### src/rtl/exibe_sequencia.sv
// Sequence playback for the memory game: shows stored items 0..limite on the LEDs.
// Optional abort input enabled by defining EXIBE_ABORTA_EN.
module exibe_sequencia #(
   parameter int T_ACESO   = 1000,
   parameter int T_APAGADO = 250
) (
   input  logic       clock,
   input  logic       reset,
   input  logic       iniciar,
   input  logic [3:0] limite,
   input  logic [3:0] dado_memoria,
`ifdef EXIBE_ABORTA_EN
   input  logic       abortar,
`endif
   output logic [3:0] endereco,
   output logic [3:0] leds,
   output logic       ocupado,
   output logic       pronto,
   output logic [3:0] db_estado
);

   typedef enum logic [3:0] {
      INICIAL = 4'h0,
      PREPARA = 4'h1,
      ACESO   = 4'h2,
      APAGADO = 4'h3,
      PROXIMO = 4'h4,
      FIM     = 4'hF
   } estado_t;

   localparam logic [15:0] ACESO_FIM   = 16'(T_ACESO - 1);
   localparam logic [15:0] APAGADO_FIM = 16'(T_APAGADO - 1);

   estado_t     estado, estado_n;
   logic [15:0] timer, timer_n;
   logic [3:0]  end_n;
   logic [3:0]  leds_n;
   logic [3:0]  lim_q, lim_n;

   // State and datapath registers; reset returns everything to idle at once.
   always_ff @(posedge clock or posedge reset) begin
      if (reset) begin
         estado   <= INICIAL;
         timer    <= '0;
         endereco <= '0;
         leds     <= '0;
         lim_q    <= '0;
      end else begin
         estado   <= estado_n;
         timer    <= timer_n;
         endereco <= end_n;
         leds     <= leds_n;
         lim_q    <= lim_n;
      end
   end

   // Next-state and next-datapath values for each playback phase.
   always_comb begin
      estado_n = estado;
      timer_n  = timer;
      end_n    = endereco;
      leds_n   = leds;
      lim_n    = lim_q;
      case (estado)
         INICIAL: begin
            end_n   = '0;
            leds_n  = '0;
            timer_n = '0;
            if (iniciar) begin
               lim_n    = limite;
               estado_n = PREPARA;
            end
         end
         PREPARA: begin
            leds_n   = dado_memoria;
            timer_n  = '0;
            estado_n = ACESO;
         end
         ACESO: begin
            if (timer == ACESO_FIM) begin
               leds_n   = '0;
               timer_n  = '0;
               estado_n = APAGADO;
            end else begin
               timer_n = timer + 16'd1;
            end
         end
         APAGADO: begin
            if (timer == APAGADO_FIM) begin
               timer_n  = '0;
               estado_n = (endereco == lim_q) ? FIM : PROXIMO;
            end else begin
               timer_n = timer + 16'd1;
            end
         end
         PROXIMO: begin
            end_n    = endereco + 4'd1;
            estado_n = PREPARA;
         end
         FIM: begin
            end_n    = '0;
            estado_n = INICIAL;
         end
         default: begin
            end_n    = '0;
            leds_n   = '0;
            timer_n  = '0;
            estado_n = INICIAL;
         end
      endcase
`ifdef EXIBE_ABORTA_EN
      if (abortar && (estado == PREPARA || estado == ACESO ||
                      estado == APAGADO || estado == PROXIMO)) begin
         leds_n   = '0;
         timer_n  = '0;
         estado_n = FIM;
      end
`endif
   end

   // Status outputs decode only the state register.
   always_comb begin
      ocupado   = (estado != INICIAL);
      pronto    = (estado == FIM);
      db_estado = estado;
   end

endmodule

### config.mk
export PLATFORM = sky130hd
export DESIGN_NAME = exibe_sequencia
export DESIGN_NICKNAME = d
export VERILOG_FILES = /design/src/rtl/exibe_sequencia.sv
export SDC_FILE = /design/constraint.sdc
export NUM_CORES = 1
export LEC_CHECK = 0
export CORE_UTILIZATION = 30
export DETAILED_ROUTE_END_ITERATION = 12
export PLACE_DENSITY = 0.47
export SYNTH_ARGS = -nofsm -noshare
export SYNTH_HDL_FRONTEND = slang
export SYNTH_SLANG_ARGS = --single-unit
### constraint.sdc
create_clock -name clock -period 7.1 [get_ports clock]
set_clock_uncertainty 0.1 [all_clocks]
set_input_delay 1.065 -clock clock [delete_from_list [all_inputs] [get_ports clock]]
set_output_delay 1.065 -clock clock [all_outputs]
set_load 0.005 [all_outputs]
* Yosys cells after proc, flatten, opt, wreduce, memory -nomap -nowiden
Cells that the tools add are included.
Operators by class: bitwise operators 1, shift-type cells 0, equal/unequal tests 11, div/mod/pow operators 0, $add $sub $neg 2, $lt $le $gt $ge 0, reductions and logical operators 8, multipliers 0, muxes and demuxes 11
Operators with widths (number):
- 16-bit case mux with 3 select lines | 1
- 16-bit 2-to-1 mux | 2
- 4-bit 2-to-1 mux | 5
- 4-bit case mux with 5 select lines | 1
- 16-bit by 1-bit adder with 16-bit output (second input constant) | 1
- 16-bit by 10-bit equality test with 1-bit output (second input constant) | 1
- 16-bit by 8-bit equality test with 1-bit output (second input constant) | 1
- 4-bit case mux with 3 select lines | 1
- 4-bit by 2-bit equality test with 1-bit output (second input constant) | 2
- 4-bit case mux with 2 select lines | 1
- 2-bit inequality test (second input constant) | 3
- 3-bit OR reduction | 2
- 4-bit by 1-bit adder with 4-bit output (second input constant) | 1
- 4-bit by 1-bit equality test with 1-bit output (second input constant) | 1
- 4-bit by 3-bit equality test with 1-bit output (second input constant) | 1
- 4-bit equality test | 1
- 4-bit equality test (second input constant) | 1
- 4-bit zero test | 1
- 2-bit AND reduction | 2
- 4-bit nonzero test | 1
- 3-bit AND reduction | 1
- 2-bit OR reduction | 1
- 1-bit inverter | 1
Word-level totals: flip-flop bits (word level) 32, bits in latches 0, ROM bits 0, output and inout bits 14, memories 0, word-level logic and storage cells 38, RAM bits 0, bits of input ports 11

* Logic depth before layout (Yosys ltp)
word-level depth 4, gate-level depth with buffers 8, mapped depth without buffers 7

* Worst setup path before layout
OpenSTA, ideal clock, no wires.
path kind register to register, from register timer[10], to register timer[7], data required time 6.879 ns, data arrival time 2.070 ns, setup slack 4.809 ns, cell stages (with the launch flop) 7, clock period less this slack 2.291 ns, setup time 0.121 ns, path buffers 1, path through dfrtp_1 > or4_1 > or4_4 > a22oi_4 > buf_6 > inv_2 > a22o_1
On the way: cells in the longest elaborated chain, start to end 3, elaborated cells on any way between the ends 5, those cells by class 2 x eq/ne; 3 x mux
Ends and longest elaborated chain:
- from (decl) | line 35 | logic [15:0] timer, timer_n;
- from (signal assigned) | line 50 | timer <= timer_n;
- 16-bit by 8-bit equality test with 1-bit output / 16-bit by 10-bit equality test with 1-bit output (equally long branches) | line 89, 80
- 16-bit 2-to-1 mux (on tied branches) | line 89, 80
- 16-bit case mux with 3 select lines * | line 64 | case (estado)
Mark *: on every way between the ends. The rest lies on a longest branch, timed or not. A chain may end at the register's enable or synchronous reset.

* Final worst setup path
from register estado[3] (netlist: db_estado[3]), to output port ocupado
On the way: cells in the longest elaborated chain, start to end 1
Ends and longest elaborated chain:
- from (decl) | line 34 | estado_t estado, estado_n;
- from (signal assigned) | line 49 | estado <= estado_n;
- 4-bit nonzero test | line 123 | ocupado = (estado != INICIAL);
- to (decl) | line 17 | output logic ocupado,
No other way between the ends.

==> impl_metrics.ini <==
[sta]
period_minus_slack_ns = 2.86
tns_ns = 0
fmax_mhz = 350
relSlewSlack = 0.437
finalHoldViolations = 0
finalMaxSlewViolations = 0
tightest_slew_ns = 0.838
setup_violations = 0
fin_ws_ns = 4.24
rsz0062_at_grt = no
fin_crit_sh = 0.403

[global_routing]
grt_pass1_vias = 1314
antenna_found_initial = 0
grt_pass1_wl_um = 6720
grt_max_degree = 33
track_usage = 0.147
grt-ovfl-total = 0

[routing]
routed_wl_um = 3920
ant_nets = 0
drt_iter0_markers = 90
vias_per_cell = 5.17
drt-pass1-iter-count = 4
vias = 1392
drc = 0
post_drt_wl_per_cell_um = 14.6

[critical_path]
rrSetupSlack_ns = 4.53
cp-startpoint = db_estado[3]
crit_path_max_fanout = 12
cp-end-kind = output port
r2r-end = timer[7]
crit_slowest_cell = dfrtp_1
path_class = reg -> out
path_cells = nor4_1 -> inv_1 -> clkdlybuf4s50_1
start_kind = register
max_stage_delay_ns = 0.49
worstPathRequired_ns = 5.93
reg2regPathDepth = 5
r2r-start = timer[10]
crit_arrival_ns = 1.70

[place]
hpwl_um = 2810
port_buffers = 24
post-place-cells = 261
preCtsSetupSlack_ns = 4.53
place_congestion = 0.798

[logic_synthesis]
ys_dominant_reg_cell = dfrtp_1
ys_seq_area_frac = 0.477
synth_area_um2 = 1680
synthCells = 172
synth_seq_cells = 32
async_flop_share = 1.00
syn_avg_cell_area_um2 = 9.76
ys_warn_count = 0
synth_cell_types = 42
synth_edf_count = 0
syn-num-nets = 186

[clocking]
cts_sinks = 32
cts-hold-fix-buffers = 0
htreeDepth = 2
clock_path_buffers = 2
cts_setup_buffers = 0
cts_root_buf = clkbuf_8
postCtsResizedCells = 0
clk_transition_reported_paths_ns = 0.07
numCtsBuffers = 5
cts_tree = yes
clock_latency_ns = 0.28

[final_layout]
final_common_cell = dfrtp_1
syn_to_final_growth_pct = 23.5
instances_no_fill = 269
final_cell_mix = dfrtp_1, clkdlybuf4s50_1, nand2_1
diodes = 0
final_layout_size_suffix_gt1_frac = 0.0754
post-route-util = 0.396
layout.nets = 212
fill_cells = 526

[hold_path]
min_from = leds[1]
hold_path_depth = 1
min_delay_worst_endpoint = leds[1]
hp-class = reg -> reg

[die]
die-area_um2 = 5900
die_h_um = 76.8
ioPinCount = 25
coreArea_um2 = 5240
rows = 26
chipWidth_um = 76.8
start_util = 0.321

[pwr]
power_per_cell_area_nw_per_um2 = 163
fin_total_pwr_uw = 338
p_leak_uw = 0.000895
irDropWorstVdd_mv = 0.0610

[run]
maxCapViolations = 0

[status]
status = finished, final reports clean
stage by stage:
| stage | hold slack [ns] | cell area (µm²) |
|---|---|---|
| finish | 0.413 | 2070 |
| global route | 0.438 | 2070 |
| CTS | 0.420 | 2070 |
| detailed placement | 0.402 | 1980 |
| global placement | 0.388 | 1980 |
| floorplan | 0.385 | 1680 |
critical path, delay by kind of cell (launching register included):
family | cells | cell delay, ns
flip-flops | 1 | 0.49
buffers and inverters | 2 | 0.53
AND/OR/NAND/NOR | 1 | 0.40
logic make-up (layout without fill, tap and decap cells):
group / after synthesis / in the layout / synth area share
mux: 5 / 5 / 0.0328
flops: 32 / 32 / 0.477
buf+inv: 11 / 38 / 0.0298
fa+ha+maj: 3 / 3 / 0.0224
simple gates: 78 / 78 / 0.249
compound gates: 29 / 29 / 0.116
xor+xnor: 14 / 14 / 0.0730
layer usage:
| layer | routed length, µm | GRT usage |
|---|---|---|
| met5 | 0 | 0 |
| met4 | 25 | 0.0519 |
| met3 | 143 | 0.0405 |
| met2 | 1910 | 0.228 |
| met1 | 1840 | 0.194 |
worst max-delay path by stage:
stage | to | slack, ns | cells after the start
floorplan | timer[7] | 4.81 | 6
global placement | ocupado | 4.53 | 3
detailed placement | ocupado | 4.53 | 3
CTS | ocupado | 4.22 | 3
global route | ocupado | 4.10 | 3
finish | ocupado | 4.24 | 3
report_power, final:
group / internal [µW] / leakage (µW) / switching, µW
logic: 7.96 / 0.000427 / 5.31
clock network: 79.0 / 0.0000455 / 62.0
registers: 184 / 0.000423 / 0.618
synth_stat cells (all sizes together) (2+ instances only):
master | count | area [µm²]
and4 | 2 | 17.5
buf | 2 | 16.3
dfrtp | 32 | 801
clkbuf | 4 | 15.0
o21ai | 11 | 55.1
nor4 | 3 | 18.8
inv | 5 | 18.8
nor2 | 16 | 60.1
ha | 3 | 37.5
nand2b | 2 | 12.5
nor3 | 8 | 40.0
xor2 | 13 | 114
a21oi | 5 | 25.0
nand2 | 17 | 63.8
nand3 | 8 | 40.0
nand4 | 7 | 43.8
or4 | 4 | 37.5
a21o | 2 | 15.0
a22o | 5 | 43.8
and2 | 2 | 12.5
and3 | 2 | 12.5
mux2 | 4 | 45.0
area by class of cell:
| class | count | area, µm² | share of cell area |
|---|---|---|---|
| multi-input cells | 129 | 828 | 0.400 |
| flip-flops and latches | 32 | 801 | 0.386 |
| inverters | 5 | 18.8 | 0.00905 |
| clock buffers | 8 | 90.1 | 0.0435 |
| repair buffers | 25 | 248 | 0.119 |
| well taps | 70 | 87.6 | 0.0422 |
state kept, by name, summed over array words and instances, names as in the netlist:
name / flops
db_estado: 4
endereco: 4
leds: 4
lim_q: 4
timer: 16
No activity file was read; power rests on OpenSTA's default activity.
